==> src/rtl/cfg_pkg.sv <==
`default_nettype none
// ============================================================================
// Module   : cfg_pkg
// Purpose  : Shared types and constants for the CLB configuration serializer
// Revision : 1.0  initial release
// ============================================================================
package cfg_pkg;

    typedef enum logic [2:0] {
        ST_IDLE    = 3'd0,
        ST_ARM     = 3'd1,
        ST_LOAD    = 3'd2,
        ST_RELEASE = 3'd3,
        ST_DONE    = 3'd4,
        ST_ERR     = 3'd5
    } cfg_state_e;

    localparam int         CLB_FRAME_BITS = 37;
    localparam int         LUT_BITS       = 16;
    localparam int         ICONN_BITS     = 20;
    localparam logic [7:0] CRC8_POLY      = 8'h07;

    // Byte-at-a-time CRC-8, MSB first, no reflection, no final xor
    function automatic logic [7:0] crc8_update(input logic [7:0] crc, input logic [7:0] data);
        logic [7:0] c;
        c = crc ^ data;
        for (int i = 0; i < 8; i++) begin
            c = c[7] ? ((c << 1) ^ CRC8_POLY) : (c << 1);
        end
        return c;
    endfunction

endpackage
`default_nettype wire

==> src/rtl/cfg_byte_buffer.sv <==
`default_nettype none
// ============================================================================
// Module   : cfg_byte_buffer
// Purpose  : Two-entry ping-pong byte buffer, valid/ready in, pop/empty out
// Revision : 1.0  initial release
// ============================================================================
module cfg_byte_buffer #(
    parameter int DATA_W = 8
) (
    input  logic              clk,
    input  logic              reset,
    input  logic              flush,
    input  logic [DATA_W-1:0] in_data,
    input  logic              in_valid,
    output logic              in_ready,
    input  logic              pop,
    output logic [DATA_W-1:0] out_data,
    output logic              out_empty
);

    logic [DATA_W-1:0] mem_q [2];
    logic [DATA_W-1:0] mem_d [2];
    logic              wr_ptr_q, wr_ptr_d;
    logic              rd_ptr_q, rd_ptr_d;
    logic [1:0]        count_q, count_d;
    logic              push_en;
    logic              pop_en;

    assign in_ready  = (count_q != 2'd2);
    assign out_empty = (count_q == 2'd0);
    assign out_data  = mem_q[rd_ptr_q];

    always_comb begin
        mem_d    = mem_q;
        wr_ptr_d = wr_ptr_q;
        rd_ptr_d = rd_ptr_q;
        count_d  = count_q;
        push_en  = in_valid && in_ready;
        pop_en   = pop && !out_empty;

        if (push_en) begin
            mem_d[wr_ptr_q] = in_data;
            wr_ptr_d        = ~wr_ptr_q;
        end
        if (pop_en) begin
            rd_ptr_d = ~rd_ptr_q;
        end
        case ({push_en, pop_en})
            2'b10:   count_d = count_q + 2'd1;
            2'b01:   count_d = count_q - 2'd1;
            default: count_d = count_q;
        endcase

        if (flush) begin
            wr_ptr_d = 1'b0;
            rd_ptr_d = 1'b0;
            count_d  = 2'd0;
        end
    end

    always_ff @(posedge clk or posedge reset) begin
        if (reset) begin
            mem_q[0] <= '0;
            mem_q[1] <= '0;
            wr_ptr_q <= 1'b0;
            rd_ptr_q <= 1'b0;
            count_q  <= 2'd0;
        end else begin
            mem_q    <= mem_d;
            wr_ptr_q <= wr_ptr_d;
            rd_ptr_q <= rd_ptr_d;
            count_q  <= count_d;
        end
    end

endmodule
`default_nettype wire

==> src/rtl/clb_config_serializer.sv <==
`default_nettype none
// ============================================================================
// Module   : clb_config_serializer
// Purpose  : Byte-to-bit front-end driving the CLB configuration shift chain.
//            Optional CRC-8 trailer check enabled by defining CFG_CRC_EN.
// Revision : 1.0  initial release
// ============================================================================
module clb_config_serializer
    import cfg_pkg::*;
#(
    parameter int NUM_CLB    = 4,
    parameter int FRAME_BITS = CLB_FRAME_BITS,
    parameter int DATA_W     = 8,
    parameter int CNT_W      = 16
) (
    input  logic              clk,
    input  logic              reset,
    input  logic              start,
    input  logic [DATA_W-1:0] cfg_data,
    input  logic              cfg_valid,
    output logic              cfg_ready,
    output logic              bit_out,
    output logic              prgm_b,
    output logic              clb_prgm_b,
    output logic              chain_en,
    output logic              busy,
    output logic              done,
`ifdef CFG_CRC_EN
    output logic              crc_err,
`endif
    output logic [CNT_W-1:0]  bit_cnt
);

    localparam int               TOTAL_BITS    = NUM_CLB * FRAME_BITS;
    localparam int               PAYLOAD_BYTES = (TOTAL_BITS + DATA_W - 1) / DATA_W;
    localparam int               IDX_W         = (DATA_W > 1) ? $clog2(DATA_W) : 1;
    localparam logic [CNT_W-1:0] TOTAL_C       = CNT_W'(TOTAL_BITS);
    localparam logic [CNT_W-1:0] PAYLOAD_C     = CNT_W'(PAYLOAD_BYTES);
    localparam logic [IDX_W-1:0] IDX_LAST      = IDX_W'(DATA_W - 1);

    cfg_state_e        state_q, state_d;
    logic [CNT_W-1:0]  bit_cnt_q, bit_cnt_d;
    logic [CNT_W-1:0]  acc_cnt_q, acc_cnt_d;
    logic [IDX_W-1:0]  bit_idx_q, bit_idx_d;
    logic              bit_out_q, bit_out_d;
    logic              prgm_b_q, prgm_b_d;
    logic              clb_prgm_b_q, clb_prgm_b_d;
    logic              chain_en_q, chain_en_d;
    logic              busy_q, busy_d;
    logic              done_q, done_d;

    logic              buf_in_valid;
    logic              buf_in_ready;
    logic              buf_pop;
    logic              buf_flush;
    logic [DATA_W-1:0] buf_data;
    logic              buf_empty;
    logic [DATA_W-1:0] head_shift;

    logic              accepting_state;
    logic              payload_slot;
    logic              crc_slot;
    logic              accept;
    logic              emit;
    logic              last_bit;

`ifdef CFG_CRC_EN
    logic [7:0]        crc_q, crc_d;
    logic [7:0]        crc_rx_q, crc_rx_d;
    logic              crc_have_q, crc_have_d;
    logic              crc_err_q, crc_err_d;
    logic              stream_end;

    // The trailer byte bypasses the buffer so it never competes with payload slots
    assign crc_slot = (acc_cnt_q == PAYLOAD_C);
    assign crc_err  = crc_err_q;
`else
    assign crc_slot = 1'b0;
`endif

    assign accepting_state = (state_q == ST_ARM) || (state_q == ST_LOAD);
    assign payload_slot    = (acc_cnt_q < PAYLOAD_C);
    assign cfg_ready       = accepting_state && ((payload_slot && buf_in_ready) || crc_slot);
    assign accept          = cfg_valid && cfg_ready;
    assign buf_in_valid    = accept && payload_slot;

    assign head_shift = buf_data << bit_idx_q;
    assign emit       = (state_q == ST_LOAD) && (bit_cnt_q != TOTAL_C) && !buf_empty;
    assign last_bit   = (bit_cnt_q == (TOTAL_C - CNT_W'(1)));

    cfg_byte_buffer #(
        .DATA_W (DATA_W)
    ) u_buf (
        .clk       (clk),
        .reset     (reset),
        .flush     (buf_flush),
        .in_data   (cfg_data),
        .in_valid  (buf_in_valid),
        .in_ready  (buf_in_ready),
        .pop       (buf_pop),
        .out_data  (buf_data),
        .out_empty (buf_empty)
    );

    always_comb begin
        state_d      = state_q;
        bit_cnt_d    = bit_cnt_q;
        acc_cnt_d    = acc_cnt_q;
        bit_idx_d    = bit_idx_q;
        bit_out_d    = bit_out_q;
        prgm_b_d     = prgm_b_q;
        clb_prgm_b_d = 1'b0;
        chain_en_d   = chain_en_q;
        busy_d       = busy_q;
        done_d       = 1'b0;
        buf_pop      = 1'b0;
        buf_flush    = 1'b0;
`ifdef CFG_CRC_EN
        crc_d      = crc_q;
        crc_rx_d   = crc_rx_q;
        crc_have_d = crc_have_q;
        crc_err_d  = crc_err_q;
        stream_end = (emit && last_bit) || (bit_cnt_q == TOTAL_C);
        if (accept) begin
            if (payload_slot) begin
                crc_d = crc8_update(crc_q, 8'(cfg_data));
            end else begin
                crc_rx_d   = 8'(cfg_data);
                crc_have_d = 1'b1;
            end
        end
`endif
        if (accept) begin
            acc_cnt_d = acc_cnt_q + CNT_W'(1);
        end

        case (state_q)
            ST_IDLE, ST_DONE, ST_ERR: begin
                if (start) begin
                    state_d    = ST_ARM;
                    bit_cnt_d  = '0;
                    acc_cnt_d  = '0;
                    bit_idx_d  = '0;
                    prgm_b_d   = 1'b0;
                    chain_en_d = 1'b1;
                    busy_d     = 1'b1;
                    buf_flush  = 1'b1;
`ifdef CFG_CRC_EN
                    crc_d      = 8'h00;
                    crc_have_d = 1'b0;
                    crc_err_d  = 1'b0;
`endif
                end
            end
            ST_ARM: begin
                state_d = ST_LOAD;
            end
            ST_LOAD: begin
                // On underflow nothing is consumed and bit_out keeps its value
                if (emit) begin
                    bit_out_d    = head_shift[DATA_W-1];
                    clb_prgm_b_d = 1'b1;
                    bit_cnt_d    = bit_cnt_q + CNT_W'(1);
                    if (last_bit || (bit_idx_q == IDX_LAST)) begin
                        buf_pop   = 1'b1;
                        bit_idx_d = '0;
                    end else begin
                        bit_idx_d = bit_idx_q + IDX_W'(1);
                    end
                end
`ifdef CFG_CRC_EN
                if (stream_end && crc_have_q) begin
                    if (crc_rx_q == crc_q) begin
                        state_d = ST_RELEASE;
                    end else begin
                        state_d    = ST_ERR;
                        busy_d     = 1'b0;
                        chain_en_d = 1'b0;
                        crc_err_d  = 1'b1;
                    end
                end
`else
                if (emit && last_bit) begin
                    state_d = ST_RELEASE;
                end
`endif
            end
            ST_RELEASE: begin
                state_d    = ST_DONE;
                prgm_b_d   = 1'b1;
                chain_en_d = 1'b0;
                busy_d     = 1'b0;
                done_d     = 1'b1;
            end
            default: begin
                state_d = ST_IDLE;
            end
        endcase
    end

    always_ff @(posedge clk or posedge reset) begin
        if (reset) begin
            state_q      <= ST_IDLE;
            bit_cnt_q    <= '0;
            acc_cnt_q    <= '0;
            bit_idx_q    <= '0;
            bit_out_q    <= 1'b0;
            prgm_b_q     <= 1'b1;
            clb_prgm_b_q <= 1'b0;
            chain_en_q   <= 1'b0;
            busy_q       <= 1'b0;
            done_q       <= 1'b0;
`ifdef CFG_CRC_EN
            crc_q        <= 8'h00;
            crc_rx_q     <= 8'h00;
            crc_have_q   <= 1'b0;
            crc_err_q    <= 1'b0;
`endif
        end else begin
            state_q      <= state_d;
            bit_cnt_q    <= bit_cnt_d;
            acc_cnt_q    <= acc_cnt_d;
            bit_idx_q    <= bit_idx_d;
            bit_out_q    <= bit_out_d;
            prgm_b_q     <= prgm_b_d;
            clb_prgm_b_q <= clb_prgm_b_d;
            chain_en_q   <= chain_en_d;
            busy_q       <= busy_d;
            done_q       <= done_d;
`ifdef CFG_CRC_EN
            crc_q        <= crc_d;
            crc_rx_q     <= crc_rx_d;
            crc_have_q   <= crc_have_d;
            crc_err_q    <= crc_err_d;
`endif
        end
    end

    assign bit_out    = bit_out_q;
    assign prgm_b     = prgm_b_q;
    assign clb_prgm_b = clb_prgm_b_q;
    assign chain_en   = chain_en_q;
    assign busy       = busy_q;
    assign done       = done_q;
    assign bit_cnt    = bit_cnt_q;

endmodule
`default_nettype wire

==> config.mk <==
export PLATFORM = sky130hd
export DESIGN_NAME = clb_config_serializer
export DESIGN_NICKNAME = d
export VERILOG_FILES = /design/src/rtl/cfg_pkg.sv /design/src/rtl/cfg_byte_buffer.sv /design/src/rtl/clb_config_serializer.sv
export SDC_FILE = /design/constraint.sdc
export NUM_CORES = 1
export LEC_CHECK = 0
export ABC_AREA = 0
export ABC_CLOCK_PERIOD_IN_PS = 3100
export CORE_MARGIN = 2
export CORE_UTILIZATION = 55
export DETAILED_ROUTE_END_ITERATION = 7
export MAX_ROUTING_LAYER = met4
export PLACE_DENSITY = 0.79
export SKIP_LAST_GASP = 1
export SYNTH_ARGS = -nofsm -noshare
export SYNTH_HDL_FRONTEND = slang
export SYNTH_SLANG_ARGS = --single-unit
==> constraint.sdc <==
create_clock -name clk -period 3.1 [get_ports clk]
set_clock_uncertainty 0.1 [all_clocks]
set_input_delay 0.93 -clock clk [delete_from_list [all_inputs] [get_ports clk]]
set_output_delay 0.93 -clock clk [all_outputs]
set_load 0.01 [all_outputs]
* Yosys cells after proc, flatten, opt, wreduce, memory -nomap -nowiden *
Index checks and enable logic that the tools add are counted.

storage, ports and cells
  input port bits = 12
  register bits after elaboration = 63
  output and inout port bits = 23

cells by class
  shift-type cells = 1
  bitwise operators = 4
  order comparisons = 4
  add/sub/neg operators = 5
  mux-type cells = 37
  reduce and logical (&&, ||, !) cells = 25
  equal/unequal tests = 14

operators with widths
  operator               number
  $mux 16                5
  $add 16x1->16 const B  2
  $mux 8                 4
  $pmux 16 s2            1
  $bwmux 16              1
  $eq 16x8->1 const B    1
  $lt 16x5->1 const B    1
  $ne 16x8->1 const B    1
  $mux 3                 5
  $mux 1                 14
  $pmux 3 s4             1
  $logic_and 1x1->1      10
  $eq 3x3->1 const B     3
  $demux 8 s1            1
  $reduce_bool 2->1      4
  $shl 8x3->8            1
  $eq 3x2->1 const B     2
  $ne 2x2->1 const B     3
  $pmux 3 s2             1
  $reduce_and 2->1       3
  $ge 2x2->1 const B     2
  $not 1->2              2
  $pmux 1 s2             2
  $pmux 2 s2             1
  other kinds (17)       19

* Logic depth before layout (Yosys ltp) *
  depth in word-level cells = 9
  mapped depth = 10
  depth with buffers taken out = 9

* By module *
From an unflattened synthesis, not the netlist that was laid out.

unflattened totals
  cells, all modules = 270
  area total of the unflattened synthesis = 3035.4 sq um

modules (own cells, without submodules)
  module                 instances  area each (sq um)  seq. area each (sq um)  cells each
  clb_config_serializer  1          2090.8             1077.3                  203
  cfg_byte_buffer        1          944.7              500.5                   67

* Least setup slack after synthesis *
OpenSTA, ideal clock, no wires.

  kind = reg-to-output
  start point = reg acc_cnt_q[0]
  end point = out cfg_ready
  cell stages (with the launch flop) = 5
  arrival = 1.366 ns
  path slack = 0.704 ns
  cells stage by stage = dfrtp_1 -> ha_1 -> o31ai_1 -> nand3_1 -> nor4_1

between the ends
  cells in the longest elaborated chain, start to end = 3

RTL lines
  item                            RTL line                      source
  start, declared                 clb_config_serializer.sv:43   logic [CNT_W-1:0] acc_cnt_q, acc_cnt_d;
  start signal, assigned          clb_config_serializer.sv:222  acc_cnt_q <= acc_cnt_d;
  $lt 16x5->1                     clb_config_serializer.sv:82   assign payload_slot = (acc_cnt_q < PAYLOAD_C);
  $logic_and 1x1->1 (2 in a row)  clb_config_serializer.sv:83   assign cfg_ready = accepting_state && ((payload_slot && buf_in_ready) || crc_slot);
  end, declared                   clb_config_serializer.sv:21   output logic cfg_ready,

No other way between the ends.

* Final worst setup path *
Same ends and word-level chain as after synthesis.

==> run_results.csv <==
group,metric,value,unit
status,outcome,"complete, no violations",
setup_path,required,2070,ps
sta,fmaxAchievable,342,MHz
logic_synthesis,yosys.area.top_type_share,0.540,
logic_synthesis,yosysWarnings,0,
detailed_routing,routed_wl,5430,um
placement,io_buffers,34,
power,vdd_drop_max,0.489,mV
setup_path,worstPathCellList,"ha_1 > o31ai_2 > nand3_1 > nor4_1 > dlygate4sd2_1",
cts,clk_path_buf_depth,2,
logic_synthesis,async_reset_ff_frac,1.00,
cts,clkLatencyLatePin,340,ps
power,pwr-share-seq,0.443,
detailed_routing,wl_per_cell,15.0,um
setup_path,startpoint_type,"flop",
power,p_per_area,770,nW/um2
sta,rsz0062_at_grt,"false",
layout,area.growth.synth_to_final,21.2,%
logic_synthesis,ys_top_cells_by_area,"dfrtp_1 54%, mux2_2 6.7%, mux4_2 3.9%",
setup_path,crit_type,"reg -> out",
grt,grt_max_degree,37,
logic_synthesis,synth_edf_count,0,
setup_path,crit_family,"flip-flops",
grt,grt_overflow_total,0,
grt,grt_pass1_wl,9290,um
layout,fin_nets,304,
sta,period_share,0.942,
power,clock_power_share,0.260,
placement,place_congestion,0.861,
logic_synthesis,synth_compound_area_frac,0.0340,
die,start_util,0.566,
cts,cts_tree,"yes",
cts,clkSlewWorstSetupHoldPaths,70,ps
setup_path,worstPathArrival,1890,ps
cts,cts_setup_buffers,0,
logic_synthesis,ys_seq_elements,63,
detailed_routing,drtIter0Drc,90,
hold_path,hold_path_class,"reg -> reg",
power,p_sw,841,uW
logic_synthesis,synth-xor-area-share,0.0580,
logic_synthesis,syn_area,2870,um2
layout,layout-drive-gt1-share,0.154,
logic_synthesis,yosysMostFrequentCell,"dfrtp_1",
die,dieWidth,76.3,um
grt,track_usage,0.212,
cts,cts.sinks,63,
sta,setup_viol,0,
logic_synthesis,syn-num-nets,265,
logic_synthesis,synth_top_family_by_area,"simple AND/OR/NAND/NOR gates",
die,rows,26,
sta,tns,0,ps
logic_synthesis,synth-main-ff-cell,"dfrtp_1",
logic_synthesis,synth_seq_area_share,0.549,
setup_path,crit_buf_inv,1,
logic_synthesis,synthAdderAreaFrac,0.0218,
cts,ctsResizeCount,2,
setup_path,worst-path-max-fanout,3,
logic_synthesis,syn_inst,248,
cts,cts.htree.levels,3,
detailed_routing,via_per_inst,5.48,
layout,final_util,0.686,
power,internal-power,1840,uW
cts,cts_buffers,9,
placement,dp_hpwl,3750,um
flow_run,drv_cap,0,
logic_synthesis,yosys.area.top_type,"dfrtp_1",
logic_synthesis,synth_mux_area_frac,0.116,
detailed_routing,first_pass_iters,4,
detailed_routing,vias,1983,
die,io_pins,35,
setup_path,slowest_stage,"dfrtp_1",
setup_path,endpoint_kind,"output pin",
sta,post-route-min-period,2920,ps
sta,hold_violations,0,
grt,antenna_found_initial,0,
setup_path,ff2ff_setup_slack,520,ps
detailed_routing,drtAntennaViolNets,0,
sta,maxSlewViolCount,0,
logic_synthesis,synthSimpleGateAreaFrac,0.193,
power,leakagePower,0.00157,uW
detailed_routing,route.detailed.drc,0,
sta,slew_headroom,0.332,
sta,worst_pin_slew,996,ps
die,die_area,5810,um2
die,core_area,5070,um2
power,swShare,0.314,
logic_synthesis,ys_top_cells_by_count,"62 x dfrtp_1, 26 x nor2_1, 24 x nand2_1",
logic_synthesis,synth_area_per_cell,11.6,um2
power,pwr-share-comb,0.297,
grt,grt_pass1_vias,1984,
cts,postCtsHoldBufs,0,
setup_path,cp_slowest_stage_delay,420,ps
logic_synthesis,ys_types,40,
cts,clock-root-buffer,"clkbuf_8",
layout,diodes,0,
die,die_height,76.3,um
[cells by family after synthesis]
kind of cell	Yosys count
buffers and inverters	17
AND/OR/NAND/NOR	105
AO/OA/AOI/OAI	14
multiplexers	25
adder cells (fa/ha/maj)	5
XOR/XNOR	19
flip-flops	63
[final cells by class]
type	instances	area, um2
Multi-Input combinational cell	168	1220
Sequential cell	63	1580
Tap cell	70	87.6
Timing Repair Buffer	37	374
Clock buffer	12	145
Clock inverter	4	45.0
Fill cell	391	1590
Inverter	8	30.0
[registers in the layout, summed over array words and instances (netlist names), 2 cells and up]
signal / flops
acc_cnt_q: 16
u_buf.mem_q: 16
bit_cnt: 16
u_buf.count_q: 2
state_q: 3
bit_idx_q: 3
[path summary, 6_finish.rpt]
check | cells after the start | endpoint | from
min in group asynchronous | 2 | acc_cnt_q[6] | reset
max reg2reg | 7 | u_buf.count_q[1] | bit_cnt[0]
max | 5 | cfg_ready | acc_cnt_q[0]
min reg2reg | 2 | prgm_b | prgm_b
max in group asynchronous | 3 | u_buf.mem_q[10] | reset
min | 2 | prgm_b | prgm_b
[layout by cell type (no fill, tap or decap), drive strengths merged, types with 6 or more instances in the layout]
| cell type | instances |
|---|---|
| and2 | 11 |
| clkbuf | 12 |
| clkdlybuf4s50 | 33 |
| dfrtp | 62 |
| inv | 8 |
| mux2 | 17 |
| nand2 | 24 |
| nand4 | 6 |
| nor2 | 26 |
| nor4 | 8 |
| xnor2 | 11 |
| xor2 | 8 |
[stage by stage]
| stage | std cells | instance area [um2] | setup WS (ps) | hold slack [ps] | total power [uW] |
|---|---|---|---|---|---|
| floorplan | 248 | 2870 | 502 | 354 | 1740 |
| detailed placement | 346 | 3290 | 208 | 358 | 2000 |
| finish | 362 | 3480 | 179 | 366 | 2680 |
| global route | 362 | 3480 | 34.1 | 399 | 2840 |
| global placement | 346 | 3290 | 239 | 353 | 1950 |
| CTS | 362 | 3480 | 129 | 366 | 2690 |
[metal layers]
metal / vias up / share of wire / global-route usage
met4: 0 / 0.015 / 0.0818
met5: - / 0 / -
met3: 8 / 0.036 / 0.0675
met2: 43 / 0.51 / 0.340
li1: 937 / - / -
met1: 995 / 0.44 / 0.252
[worst register-to-register path, delay by kind of cell (launching register included)]
| family | cells | cell delay (ps) |
|---|---|---|
| adders and majority gates | 1 | 310 |
| AOI/OAI and AO/OA | 1 | 130 |
| DFF | 1 | 470 |
| and+or+nand+nor | 4 | 1320 |
| muxes | 1 | 110 |
[power by group through the flow]
| stage | sequential (uW) | clock (uW) | combinational [uW] |
|---|---|---|---|
| 6_report | 1190 | 698 | 795 |
| 4_1_cts | 1180 | 707 | 804 |
| 5_1_grt | 1210 | 747 | 889 |
| 2_1_floorplan | 1170 | 0 | 572 |
| 3_5_place_dp | 1200 | 0 | 808 |
| 3_3_place_gp | 1180 | 0 | 775 |
(Power assumes the default switching activity.)
